$ cat config.mk
export PLATFORM = sky130hd
export DESIGN_NAME = vc_drain_scheduler
export DESIGN_NICKNAME = d
export VERILOG_FILES = /design/src/rtl/vc_sched_pkg.sv /design/src/rtl/vc_drain_scheduler_rr_arbiter.sv /design/src/rtl/vc_drain_scheduler.sv
export SDC_FILE = /design/constraint.sdc
export NUM_CORES = 1
export LEC_CHECK = 0
export BUFFER_PORTS_ARGS = -buffer_cell sky130_fd_sc_hd__buf_2
export CORE_ASPECT_RATIO = 2
export CORE_MARGIN = 2
export CORE_UTILIZATION = 32
export DETAILED_ROUTE_END_ITERATION = 8
export GPL_ROUTABILITY_DRIVEN = 0
export PLACE_DENSITY = 0.62
export REMOVE_ABC_BUFFERS = 1
export SYNTH_ARGS = -nofsm -noshare
export SYNTH_HDL_FRONTEND = slang
export SYNTH_SLANG_ARGS = --single-unit
$ cat constraint.sdc
create_clock -name clk -period 4.53 [get_ports clk]
set_clock_uncertainty 0.15 [all_clocks]
set_input_delay 0.906 -clock clk [delete_from_list [all_inputs] [get_ports clk]]
set_output_delay 0.906 -clock clk [all_outputs]
set_load 0.05 [all_outputs]
$ cat src/rtl/vc_sched_pkg.sv
// Shared widths, types and reset constants for the VC drain scheduler.
package vc_sched_pkg;

    localparam int MAX_CREDITS = 15;

    function automatic int vc_idx_w(input int num_vc);
        return (num_vc > 1) ? $clog2(num_vc) : 1;
    endfunction

    function automatic int credit_w(input int credits);
        return $clog2(credits + 1);
    endfunction

    // Widest credit counter any legal CREDITS value needs.
    typedef logic [credit_w(MAX_CREDITS)-1:0] credit_t;

    localparam logic RST_OUT_VALID  = 1'b0;
    localparam logic RST_CREDIT_ERR = 1'b0;

endpackage

$ cat src/rtl/vc_drain_scheduler_rr_arbiter.sv
// Combinational round-robin arbiter: the search starts one past last_grant and wraps;
// the first requesting index wins. The pointer itself is held by the caller.
module rr_arbiter
    import vc_sched_pkg::*;
#(
    parameter int NUM_VC = 4,
    localparam int IW = vc_idx_w(NUM_VC)
) (
    input  logic [NUM_VC-1:0] req,
    input  logic [IW-1:0]     last_grant,
    output logic [NUM_VC-1:0] gnt,
    output logic [IW-1:0]     gnt_idx,
    output logic              gnt_valid
);

    int idx;

    always_comb begin
        gnt       = '0;
        gnt_idx   = '0;
        gnt_valid = 1'b0;
        idx       = 0;
        for (int k = 1; k <= NUM_VC; k++) begin
            idx = (int'(last_grant) + k) % NUM_VC;
            if (!gnt_valid && req[idx[IW-1:0]]) begin
                gnt[idx[IW-1:0]] = 1'b1;
                gnt_idx          = idx[IW-1:0];
                gnt_valid        = 1'b1;
            end
        end
    end

endmodule

$ cat src/rtl/vc_drain_scheduler.sv
// Drains per-VC FIFOs onto one link with credit-gated round-robin grants.
// Define VC_SCHED_ERR_EN to add the sticky credit_err overflow flag.
module vc_drain_scheduler
    import vc_sched_pkg::*;
#(
    parameter int WIDTH   = 32,
    parameter int NUM_VC  = 4,
    parameter int CREDITS = 4
) (
    input  logic                           clk,
    input  logic                           rst,
    input  logic                           sched_en,
    input  logic [NUM_VC-1:0]              fifo_empty,
    input  logic [NUM_VC-1:0][WIDTH-1:0]   fifo_dataout,
    output logic [NUM_VC-1:0]              fifo_rd_en,
    input  logic [NUM_VC-1:0]              credit_return,
`ifdef VC_SCHED_ERR_EN
    output logic                           credit_err,
`endif
    output logic                           out_valid,
    output logic [WIDTH-1:0]               out_data,
    output logic [vc_idx_w(NUM_VC)-1:0]    out_vc
);

    localparam int IW = vc_idx_w(NUM_VC);
    localparam int CW = credit_w(CREDITS);
    localparam logic [CW-1:0] CRED_FULL = CW'(CREDITS);

    logic [CW-1:0]     credit [NUM_VC];
    logic [IW-1:0]     last_grant;
    logic [NUM_VC-1:0] eligible;
    logic [NUM_VC-1:0] at_full;
    logic [NUM_VC-1:0] gnt;
    logic [IW-1:0]     gnt_idx;
    logic              gnt_valid;

    // Reset gates eligibility so no pop strobe escapes while rst is high.
    always_comb begin
        eligible = '0;
        at_full  = '0;
        for (int i = 0; i < NUM_VC; i++) begin
            eligible[i] = !rst && sched_en && !fifo_empty[i] && (credit[i] != '0);
            at_full[i]  = (credit[i] == CRED_FULL);
        end
    end

    rr_arbiter #(
        .NUM_VC(NUM_VC)
    ) u_rr_arbiter (
        .req       (eligible),
        .last_grant(last_grant),
        .gnt       (gnt),
        .gnt_idx   (gnt_idx),
        .gnt_valid (gnt_valid)
    );

    assign fifo_rd_en = gnt;

    always_ff @(posedge clk) begin
        if (rst) begin
            for (int i = 0; i < NUM_VC; i++) begin
                credit[i] <= CRED_FULL;
            end
            last_grant <= IW'(NUM_VC - 1);
        end else begin
            for (int i = 0; i < NUM_VC; i++) begin
                case ({credit_return[i], gnt[i]})
                    2'b10: if (!at_full[i]) credit[i] <= credit[i] + CW'(1);
                    2'b01: credit[i] <= credit[i] - CW'(1);
                    default: ;
                endcase
            end
            if (gnt_valid) begin
                last_grant <= gnt_idx;
            end
        end
    end

    always_ff @(posedge clk) begin
        if (rst) begin
            out_valid <= RST_OUT_VALID;
            out_data  <= '0;
            out_vc    <= '0;
        end else begin
            out_valid <= gnt_valid;
            if (gnt_valid) begin
                out_data <= fifo_dataout[gnt_idx];
                out_vc   <= gnt_idx;
            end
        end
    end

`ifdef VC_SCHED_ERR_EN
    // A return into an already-full, ungranted counter means the receiver over-credited.
    always_ff @(posedge clk) begin
        if (rst) begin
            credit_err <= RST_CREDIT_ERR;
        end else if (|(credit_return & ~gnt & at_full)) begin
            credit_err <= 1'b1;
        end
    end
`endif

endmodule

; ---- Yosys cells after proc, flatten, opt, wreduce, memory -nomap -nowiden
; Memory sizes are Yosys's and may differ from the RTL's.
; Cells that the tools add are included.
[totals]
regBits = 37
latchBits = 0
mem_bits_rw = 12
mem_bits_ro = 0
input_bits = 139
output_inout_bits = 39
wordCells = 145
mem_count = 1
[classes]
add_sub_neg = 12
multipliers = 0
div_mod_pow = 0
n_lt_le_gt_ge = 9
n_eq_ne = 12
shift = 0
mux = 68
bitwise_logic = 11
n_reduce_logical = 28
[memory_table]
columns = memory, words, width, rd, rd_ports_with_merged_regs, write_ports, line_no
row1 = credit, 4, 3, 4, 0, 4, vc_drain_scheduler.sv:29  ; logic [CW-1:0] credit [NUM_VC];
[op_table]
columns = cell, count
row1 = 32-bit binary-select mux with 2-bit select, 1
row2 = 1-bit two-way mux, 42
row3 = 32-bit two-way mux, 1
row4 = 3-bit two-way mux, 8
row5 = 1-bit logical AND, 16
row6 = 4-bit two-way mux, 4
row7 = "2-bit by 3-bit less-than comparator with 1-bit output, second input constant", 5
row8 = "3-bit by 1-bit adder with 3-bit output, second input constant", 4
row9 = "3-bit equality test, second input constant", 4
row10 = 4-bit OR, 3
row11 = 3-bit nonzero test, 4
row12 = "3-bit by 1-bit subtractor with 3-bit output, second input constant", 4
row13 = 1-bit binary-select mux with 2-bit select, 4
row14 = 1-bit demux with 2-bit select, 4
row15 = "2-bit by 1-bit equality test with 1-bit output, second input constant", 4
row16 = "2-bit equality test, second input constant", 4
row17 = "2-bit by 1-bit >= comparator with 1-bit output, second input constant", 4
row18 = 1-bit logical NOT, 8
row19 = 2-bit two-way mux, 4
row20 = 1-bit OR, 8
row21 = "2-bit by 1-bit adder with 2-bit output, second input constant", 2
row22 = "2-bit adder, second input constant", 2

; ---- Depth between registers and ports, before layout
; Gate-level depths: netlist of the first run.
[logic_depth]
word_depth = 22
depth_mapped = 15
mapped_depth_nobuf = 15

; ---- Modules after synthesis
; Synthesis of the first run repeated with hierarchy kept, for this count alone.
[hier_totals]
hier_cells = 315
hier_area_um2 = 3484.6
[by_module_without_submodules]
columns = module, n_inst, cells_each, area_per_inst_um2, seq_area_each_um2
row1 = vc_drain_scheduler, 1, 247, 2959.1, 1101.1
row2 = rr_arbiter, 1, 68, 525.5, 0.0

; ---- Worst setup path after synthesis of the first run
; No wires, ideal clock.
[synth_timing]
path_type = input -> register
start = in rst
end = mem credit[2][2] (netlist name) (data pin)
setup_ps = 263
arrival_time_ps = 4170
required_time_ps = 4117
path_slack_ps = -52
path_stages = 14
path_buffers = 1
path_cell_list = buf_6 -> or3b_1 -> or2_1 -> mux4_2 -> nor3_1 -> a22oi_1 -> o211a_1 -> inv_1 -> nand2b_1 -> fa_1 -> nor4bb_1 -> o21ai_0 -> a21oi_1 -> nor3_1
[synth_rtl]
columns = item, line_no
row1 = from (decl), vc_drain_scheduler.sv:11  ; input logic rst,
row2 = to (decl), vc_drain_scheduler.sv:29

; ---- Final worst setup path of the first run
[layout_timing]
start = in fifo_empty[2]
end = out fifo_rd_en[2]
[layout_between]
elab_chain_len = 15
elab_cells_between_ends = 27
classes_between = 15 x mux / 3 x bitwise / 9 x reduce/logical
[layout_lines]
columns = item, line_no
row1 = from (decl), vc_drain_scheduler.sv:13  ; input logic [NUM_VC-1:0] fifo_empty,
row2 = 1-bit logical NOT (*), vc_drain_scheduler.sv:42  ; eligible[i] = !rst && sched_en && !fifo_empty[i] && (credit[i] != '0);
row3 = 1-bit logical AND (*) (2 in series), vc_drain_scheduler.sv:42
row4 = 1-bit binary-select mux with 2-bit select, vc_drain_scheduler_rr_arbiter.sv:25  ; if (!gnt_valid && req[idx[IW-1:0]]) begin
row5 = 1-bit two-way mux (implied by the code), vc_drain_scheduler_rr_arbiter.sv:25
row6 = 1-bit two-way mux, vc_drain_scheduler_rr_arbiter.sv:25
row7 = 1-bit logical NOT, vc_drain_scheduler_rr_arbiter.sv:25
row8 = 1-bit logical AND, vc_drain_scheduler_rr_arbiter.sv:25
row9 = 1-bit two-way mux, vc_drain_scheduler_rr_arbiter.sv:25
row10 = 1-bit logical NOT, vc_drain_scheduler_rr_arbiter.sv:25
row11 = 1-bit logical AND, vc_drain_scheduler_rr_arbiter.sv:25
row12 = 1-bit two-way mux, vc_drain_scheduler_rr_arbiter.sv:25
row13 = 1-bit logical NOT, vc_drain_scheduler_rr_arbiter.sv:25
row14 = 1-bit logical AND, vc_drain_scheduler_rr_arbiter.sv:25
row15 = 4-bit two-way mux (*), vc_drain_scheduler_rr_arbiter.sv:25
row16 = to (decl), vc_drain_scheduler.sv:15  ; output logic [NUM_VC-1:0] fifo_rd_en,
; Mark *: on every way between the ends. The rest lies on a longest branch, timed or not. The select of a mux whose other input is x is not followed.

==> impl_metrics.yaml, run 1 <==
outcome:
  outcome: "complete, no violations"
final_layout:
  number_of_nets_in_the_layout: 747
  layout-area-overhead-vs-synth_pct: 33.3
  final_design_area_no_fill_um2: 5390
  drive_gt1_share_pct: 44.1
  mostFrequentLayoutCells: "buf_2 (176), mux2i_1 (65), dfxtp_1 (37)"
  finalNonFillerCells: 746
  layout.cells.most_common: "buf_2"
  n_antenna_cell: 0
power_and_ir_drop:
  power-per-cell-area_nw_per_um2: 641
  ir_drop_mv: 0.291
  p_leak_uw: 0.00264
setup_path:
  arrival_time_reported_for_the_critical_path_endpoint_ns: 3.25
  r2r_cells: 16
  critical_path.startpoint_type: "primary input"
  rrSetupSlack_ns: 0.49
  path_class: "in -> out"
  critical_path.reg2reg.startpoint: "credit[3][0]$_DFFE_PP_"
  worstSetupEndpointType: "primary output"
  critical_path.reg2reg.endpoint: "credit[0][2]$_SDFFCE_PN1P_"
  timing.critical_path.fanout_max: 4
  worst_ep_required_time_ns: 3.47
clocking:
  clk_root_buffer_cell: "clkbuf_16"
  clock_insertion_delay_worst_skew_ns: 0.29
  h-tree-depth: 2
  clock_buffer_count_from_cts: 5
  cts.sink_count: 49
  cts.reportedPaths.clkPinSlew_ns: 0.07
  cts_hold_buffers: 0
  tritoncts: "done"
  largest_buffer_count_on_any_clock_path: 2
timing:
  worst_slew_pin_slew_ns: 0.706
  fmax_ghz: 0.232
  timing.final.setup_violations: 0
  finalHoldWorstSlack_ns: 0.311
  final_critical_period_ns: 4.31
  timing_hold_violations_final: 0
  final-max-slew-violation-count: 0
  slew-limit-headroom_pct: 52.9
  fin_crit_sh_pct: 95.1
  grt_setup_unrepaired: "false"
route:
  drt_iter0_drc: 131
  finalWirelength_um: 11200
  route.detailed.vias_per_inst: 5.20
  drc: 0
  routedWlPerCell_um: 15.0
  dr_total_vias: 3882
  drtAntennaViolNets: 0
  dr_pass1_iterations: 4
placement:
  port_buffers: 177
  place_inst: 738
  detailedPlacementHpwl_um: 8860
  placement.cell_area_um2: 5220
global_route:
  grt_pass1_vias: 4068
  grt_first_pass_wirelength_um: 18300
  grt_use_total_pct: 16.3
  global_route.overflow_total: 0
  antenna_found_initial: 0
  grt_start_max_net_pins: 68
hold_path:
  worst_hold_startpoint: "out_vc[1]$_SDFFE_PP0P_"
  holdPathStages: 2
  hold_path.class: "reg -> reg"
  min_to: "out_vc[1]$_SDFFE_PP0P_"
synthesis:
  postSynthAreaPerCell_um2: 9.84
  yosys_most_used_dff: "dfxtp_1"
  netlist.area_leader.share_pct: 18.3
  synth.distinct_cells: 61
  synth_largest_area_cell: "dfxtp_1"
  synth_async_sr_flop_share_pct: 0
  synth-edff-count: 12
  post_synthesis_sequential_area_ratio_pct: 27.2
  ys_ff_latch: 49
  syn-instance-count: 411
  syn_area_um2: 4050
  synth_warnings: 0
  post_synth_main_area_contributors: "dfxtp_1 (18%), mux2i_1 (16%), mux2_4 (10%)"
die:
  fp-row-count: 58
  die_h_um: 163
  placeableCoreArea_um2: 12500
  die_width_um: 83.5
  floorplan.initialDensity_pct: 32.4
  dieArea_um2: 13600
  io-pin-count: 178
run:
  timing.max_cap.violations: 0
-- stage by stage --
stage               TNS [ns]  worst slack, ns  utilization (%)  power, uW
floorplan             -56.05            -1.69                -       2470
global placement           0           0.0776             41.8       3010
detailed placement         0          0.00887             41.8       3060
CTS                        0            0.148             43.2       3500
global route               0           0.0243             43.2       3670
finish                     0            0.223             43.2       3460
-- cell families after synthesis --
logic type / share of synthesized area (%)
AOI/OAI and AO/OA: 13.2
adders and majority gates: 4.58
and+or+nand+nor: 18.4
buffers and inverters: 5.88
muxes: 29.5
DFF: 27.2
xor gates and xnor gates: 1.11
-- critical path, stage by stage --
cell and delay (ns):
buf_2 0.12, or3b_1 0.39, or2_1 0.23, mux4_2 0.51, nor3_1 0.22, buf_4 0.16
a22oi_1 0.05, o211a_1 0.22, inv_1 0.07, buf_4 0.11, buf_2 0.25
-- power breakdown --
part,internal (uW),switching [uW]
clock,254,169
sequential,656,124
combinational,903,1350
-- registers in the layout, summed over array words and instances (netlist names) --
register	count
out_vc	2
last_grant	2
credit	12
out_valid	1
out_data	32
-- cells in the mapped netlist, types with 4 or more instances --
cell type,count
clkbuf_1,16
o21ai_1,29
or3_1,4
nand2b_1,8
nand3_1,12
a211oi_1,7
mux2i_1,65
o21ai_0,10
dfxtp_1,37
nor3_1,14
mux2_2,5
buf_6,5
edfxtp_1,12
nand2_1,15
inv_1,16
a21oi_1,6
ha_1,10
nand3b_1,35
nor2_1,11
buf_4,7
mux2_4,28
-- worst max-delay path by stage --
stage                   from                          to  cells past startpoint
6_report       fifo_empty[2]               fifo_rd_en[2]                     11
5_1_grt        fifo_empty[2]               fifo_rd_en[2]                     11
4_1_cts        fifo_empty[2]               fifo_rd_en[0]                     12
3_5_place_dp   fifo_empty[2]  credit[0][2]$_SDFFCE_PN1P_                     15
3_3_place_gp   fifo_empty[2]  credit[1][2]$_SDFFCE_PN1P_                     12
2_1_floorplan            rst    out_data[2]$_SDFFE_PP0P_                      8
-- area by class of cell --
type,instances,area (um2)
timing repair buffer,206,1140
tap,150,188
multi-input combinational,316,2730
clock inverter,1,6.26
inverter,17,63.8
fill,1242,7090
sequential,49,1100
clock buffer,7,164
-- routing by layer --
layer  track usage, %  share of wire [%]  vias up
li1                 -                  -     1898
met1             15.0                 34     1804
met2             33.8                 58      151
met3             1.93                4.5       29
met4             8.36                4.2        0
met5                0                  0        -
-- repair_timing --
| action | in CTS | in global routing |
|---|---|---|
| endpoints found under the setup margin | 0 | 3 |
| resized for setup | 0 | 1 |
| setup buffers | 0 | 0 |
Note: power is estimated with default switching activity, not from simulation.
==> inputs of run 2 (changes only) <==
--- a/config.mk
+++ b/config.mk
@@ -9,8 +9,10 @@
 export CORE_ASPECT_RATIO = 2
 export CORE_MARGIN = 2
 export CORE_UTILIZATION = 32
+export CTS_CLUSTER_DIAMETER = 60
 export DETAILED_ROUTE_END_ITERATION = 8
 export GPL_ROUTABILITY_DRIVEN = 0
+export GPL_TIMING_DRIVEN = 0
 export PLACE_DENSITY = 0.62
 export REMOVE_ABC_BUFFERS = 1
 export SYNTH_ARGS = -nofsm -noshare
==> impl_metrics.yaml, run 2 (synthesized netlist as in run 1, its figures left out) <==
outcome:
  outcome: "complete, no violations"
timing:
  slew-limit-headroom_pct: 30.6
  fmax_ghz: 0.227
  final-max-slew-violation-count: 0
  final_critical_period_ns: 4.40
  timing_hold_violations_final: 0
  grt_setup_unrepaired: "false"
  worst_slew_pin_slew_ns: 1.04
  timing.final.setup_violations: 0
  fin_crit_sh_pct: 97.1
die:
  placeableCoreArea_um2: 12500
  die_width_um: 83.5
  fp-row-count: 58
  floorplan.initialDensity_pct: 32.4
  die_h_um: 163
  io-pin-count: 178
  dieArea_um2: 13600
global_route:
  grt_pass1_vias: 3731
  grt_first_pass_wirelength_um: 16900
  antenna_found_initial: 0
  global_route.overflow_total: 0
  grt_use_total_pct: 15.0
  grt_start_max_net_pins: 57
setup_path:
  worst_ep_required_time_ns: 3.47
  worstSetupEndpointType: "primary output"
  arrival_time_reported_for_the_critical_path_endpoint_ns: 3.34
  path_class: "in -> out"
  timing.critical_path.fanout_max: 57
  critical_path.startpoint_type: "primary input"
  setup.worst_path.start: "rst"
  critical_path.reg2reg.startpoint: "credit[3][0]$_DFFE_PP_"
placement:
  detailedPlacementHpwl_um: 8250
  port_buffers: 177
  place_inst: 714
power_and_ir_drop:
  power.total_uw: 3400
  ir_drop_mv: 0.364
  p_clk_share_pct: 11.9
  power_switching_share_pct: 48.1
  p_leak_uw: 0.00255
  combinational_fraction_of_design_power_pct: 64.9
  switching_power_uw: 1630
  power-per-cell-area_nw_per_um2: 643
  power_report.internal_total_uw: 1770
  power.sequential.fraction_pct: 23.3
final_layout:
  area.sequential_um2: 1100
  number_of_nets_in_the_layout: 727
  regMostFlops: "out_data"
  area_used_by_multi_input_combinational_logic_um2: 2780
  layout-area-overhead-vs-synth_pct: 30.7
  drive_gt1_share_pct: 43.9
  largest_register_ffs: 32
  layout.cells.most_common: "buf_2"
  final.fill_count: 1248
  finalNonFillerCells: 726
  layout_top_registers: "out_data (32), credit (12)"
  mostFrequentLayoutCells: "buf_2 (176), mux2i_1 (65), dfxtp_1 (36)"
  n_antenna_cell: 0
clocking:
  cts.reportedPaths.clkPinSlew_ns: 0.06
  largest_buffer_count_on_any_clock_path: 2
  clk_root_buffer_cell: "clkbuf_16"
  tritoncts: "done"
  clock_buffer_count_from_cts: 5
  clock_insertion_delay_worst_skew_ns: 0.30
  cts.sink_count: 49
  cts_hold_buffers: 0
  h-tree-depth: 2
route:
  route.detailed.vias_per_inst: 5.21
  drt_iter0_drc: 177
  routedWlPerCell_um: 14.9
  dr_total_vias: 3785
  drc: 0
  dr_pass1_iterations: 4
  finalWirelength_um: 10800
  drtAntennaViolNets: 0
hold_path:
  hold_path.class: "reg -> reg"
  worst_hold_startpoint: "out_vc[1]$_SDFFE_PP0P_"
run:
  timing.max_cap.violations: 0
[run 2: cell count changes in the layout (fill, tap and decap cells not counted), moves of 2 or more]
cell / before / now
buf_4: 27 / 2
buf_6: 0 / 5
fa_1: 3 / 0
fa_2: 0 / 3
buf_12: 3 / 1
nor3_1: 13 / 11
[run 2: routing by layer]
metal | vias up | GRT usage [%] | wire length [um] | share of wire (%)
met5 | - | 0 | 0 | 0
met4 | 0 | 7.70 | 427 | 3.9
met3 | 33 | 2.33 | 525 | 4.8
met2 | 140 | 29.4 | 6020 | 56
met1 | 1750 | 15.0 | 3850 | 36
li1 | 1862 | - | - | -
[run 2: cell type report]
cell class	count	area share, %
timing repair buffer	185	18.9
inverter	17	1.21
clock buffer	7	2.89
tap	150	3.55
multi-input combinational	317	52.5
sequential	49	20.8
clock inverter	1	0.0947
[run 2: what timing repair did]
| item | CTS | global route |
|---|---|---|
| cloned | 0 | 1 |
| buffers inserted | 0 | 2 |
| gates resized for setup | 6 | 8 |
| endpoints found under the setup margin | 39 | 5 |
| hold endpoints to repair | 0 | 0 |
| pin swaps | 0 | 1 |
[run 2: path summary, 6_finish.rpt]
check | end | slack (ns) | cells after the start
worst min register to register | out_vc[1]$_SDFFE_PP0P_ | 0.31 | 2
worst max register to register | credit[1][2]$_SDFFCE_PN1P_ | 0.47 | 13
worst max-delay path | fifo_rd_en[0] | 0.13 | 9
worst min-delay path | out_vc[1]$_SDFFE_PP0P_ | 0.31 | 2
[run 2: critical path, cell delays in order]
cell	delay, ns
buf_6	0.20
nand2b_4	0.21
or3_4	0.44
mux4_2	0.56
nor3_4	0.24
a22oi_1	0.09
o211a_1	0.27
inv_1	0.13
buf_2	0.29
[run 2: power by group through the flow]
| stage | logic [uW] | clock network, uW | registers (uW) |
|---|---|---|---|
| 2_1_floorplan | 1160 | 0 | 1320 |
| 3_3_place_gp | 2120 | 0 | 790 |
| 3_5_place_dp | 2170 | 0 | 799 |
| 4_1_cts | 2180 | 416 | 792 |
| 5_1_grt | 2350 | 433 | 815 |
| 6_report | 2210 | 404 | 791 |
[run 2: through the flow]
step | setup slack (ns) | cell area, um2 | setup TNS, ns | utilization (%) | hold WS, ns
final | 0.130 | 5290 | 0 | 42.4 | 0.312
after global routing | 0.0109 | 5290 | 0 | 42.4 | 0.341
after CTS | 0.0412 | 5210 | 0 | 41.7 | 0.313
after detailed placement | -0.780 | 5030 | -21.50 | 40.3 | 0.302
after global placement | -4.15 | 4940 | -145.13 | 39.6 | 0.292
after floorplan | -1.69 | 3870 | -56.05 | - | 0.415
==> inputs of run 3 (changes only) <==
==> constraint.sdc (replaced) <==
create_clock -name clk -period 4.53 [get_ports clk]
set_clock_uncertainty 0.15 [all_clocks]
set_input_delay 0.6795 -clock clk [delete_from_list [all_inputs] [get_ports clk]]
set_output_delay 0.6795 -clock clk [all_outputs]
set_load 0.05 [all_outputs]
==> impl_metrics.yaml, run 3 (synthesized netlist as in run 1, its figures left out) <==
outcome:
  outcome: "complete, no violations"
power_and_ir_drop:
  p_leak_uw: 0.00253
  power.total_uw: 3390
  power-per-cell-area_nw_per_um2: 647
  ir_drop_mv: 0.364
final_layout:
  layout.cells.most_common: "buf_2"
  regMostFlops: "out_data"
  number_of_nets_in_the_layout: 725
  area.sequential_um2: 1100
  drive_gt1_share_pct: 42.3
  mostFrequentLayoutCells: "buf_2 (176), mux2i_1 (65), dfxtp_1 (36)"
  final_design_area_no_fill_um2: 5240
  largest_register_ffs: 32
  layout_top_registers: "out_data (32), credit (12)"
  final.fill_count: 1257
  layout-area-overhead-vs-synth_pct: 29.5
  n_antenna_cell: 0
  area_used_by_multi_input_combinational_logic_um2: 2740
timing:
  fin_crit_sh_pct: 95.5
  timing_hold_violations_final: 0
  setup_total_negative_slack_ns: 0
  slew-limit-headroom_pct: 31.0
  grt_setup_unrepaired: "false"
  fmax_ghz: 0.231
  post-route-worst-setup-slack_ns: 0.205
  final_critical_period_ns: 4.32
  final-max-slew-violation-count: 0
  timing.final.setup_violations: 0
  finalHoldWorstSlack_ns: 0.312
  worst_slew_pin_slew_ns: 1.04
placement:
  placement.cell_area_um2: 5030
  detailedPlace.worstSlack_ns: -0.553
  detailedPlacementHpwl_um: 8250
  port_buffers: 177
setup_path:
  rrSetupSlack_ns: 0.41
  worstSetupEndpointType: "flop"
  setup.worst_path.start: "rst"
  critical_path.startpoint_type: "primary input"
  r2r_cells: 12
  critical_path.reg2reg.endpoint: "credit[1][2]$_SDFFCE_PN1P_"
  arrival_time_reported_for_the_critical_path_endpoint_ns: 4.23
  worst_ep_required_time_ns: 4.43
  timing.critical_path.fanout_max: 56
  critical_path.reg2reg.startpoint: "credit[3][0]$_DFFE_PP_"
  path_class: "in -> reg"
  crit_path_end: "credit[1][2]$_SDFFCE_PN1P_"
route:
  finalWirelength_um: 10800
  route.detailed.vias_per_inst: 5.22
  dr_total_vias: 3779
  drtAntennaViolNets: 0
  drt_iter0_drc: 165
  routedWlPerCell_um: 14.9
  dr_pass1_iterations: 4
  drc: 0
clocking:
  cts.sink_count: 49
  largest_buffer_count_on_any_clock_path: 2
  tritoncts: "done"
  clock_insertion_delay_worst_skew_ns: 0.29
  h-tree-depth: 2
  cts.reportedPaths.clkPinSlew_ns: 0.07
  clock_buffer_count_from_cts: 5
  clk_root_buffer_cell: "clkbuf_16"
global_route:
  grt_pass1_vias: 3731
  grt_start_max_net_pins: 57
  antenna_found_initial: 0
  global_route.overflow_total: 0
  grt_use_total_pct: 15.0
  grt_first_pass_wirelength_um: 16900
die:
  io-pin-count: 178
  floorplan.initialDensity_pct: 32.4
  die_width_um: 83.5
  placeableCoreArea_um2: 12500
  dieArea_um2: 13600
  fp-row-count: 58
  die_h_um: 163
hold_path:
  hold_path.class: "reg -> reg"
run:
  timing.max_cap.violations: 0
run 3: worst min-delay path by stage:
stage                                to                startpoint  slack [ns]  cells past startpoint
2_1_floorplan    credit[3][0]$_DFFE_PP_    credit[3][0]$_DFFE_PP_        0.41                      1
3_3_place_gp     out_vc[1]$_SDFFE_PP0P_    out_vc[1]$_SDFFE_PP0P_        0.29                      2
3_5_place_dp     out_vc[1]$_SDFFE_PP0P_    out_vc[1]$_SDFFE_PP0P_        0.30                      2
4_1_cts          out_vc[1]$_SDFFE_PP0P_    out_vc[1]$_SDFFE_PP0P_        0.31                      2
5_1_grt        out_data[5]$_SDFFE_PP0P_  out_data[5]$_SDFFE_PP0P_        0.34                      2
6_report         out_vc[1]$_SDFFE_PP0P_    out_vc[1]$_SDFFE_PP0P_        0.31                      2
run 3: worst max-delay path, stage by stage:
cell and delay, ns:
buf_4 0.26, nand2b_4 0.26, or3_4 0.45, mux4_2 0.56, nor3_4 0.19, a22oi_1 0.11, o221a_4 0.26, or2_1 0.27
fa_1 0.48, xor2_1 0.18, or3_1 0.32, a21o_1 0.18
run 3: per-stage QoR:
stage / cells / utilization (%)
CTS: 722 / 41.6
global placement: 709 / 39.6
floorplan: 382 / -
global route: 724 / 42.0
detailed placement: 714 / 40.3
finish: 724 / 42.0
run 3: what timing repair did:
action / CTS / global route
hold buffers: 0 / 0
gates resized for setup: 2 / 3
setup endpoints to repair: 29 / 3
gates cloned: 0 / 0
setup buffers: 0 / 1
run 3: cell type report:
class	instances	area share, %
timing repair buffer	184	18.9
multi-input combinational	316	52.3
clock buffer	7	2.91
inverter	17	1.22
clock inverter	1	0.0955
sequential	49	21.0
tap	150	3.58
run 3: report_power, final:
part | switching [uW] | leakage, uW | total [uW] | internal, uW
logic | 1330 | 0.00203 | 2190 | 867
registers | 135 | 0.000424 | 792 | 657
clock network | 169 | 0.0000799 | 403 | 234
total | 1630 | 0.00253 | 3390 | 1760
run 3: per-layer routing:
layer | part of all wire, % | vias up | GRT usage [%]
met5 | 0 | - | 0
li1 | - | 1848 | -
met2 | 55 | 149 | 29.3
met3 | 5.1 | 35 | 2.28
met4 | 3.9 | 0 | 7.92
met1 | 36 | 1747 | 14.9
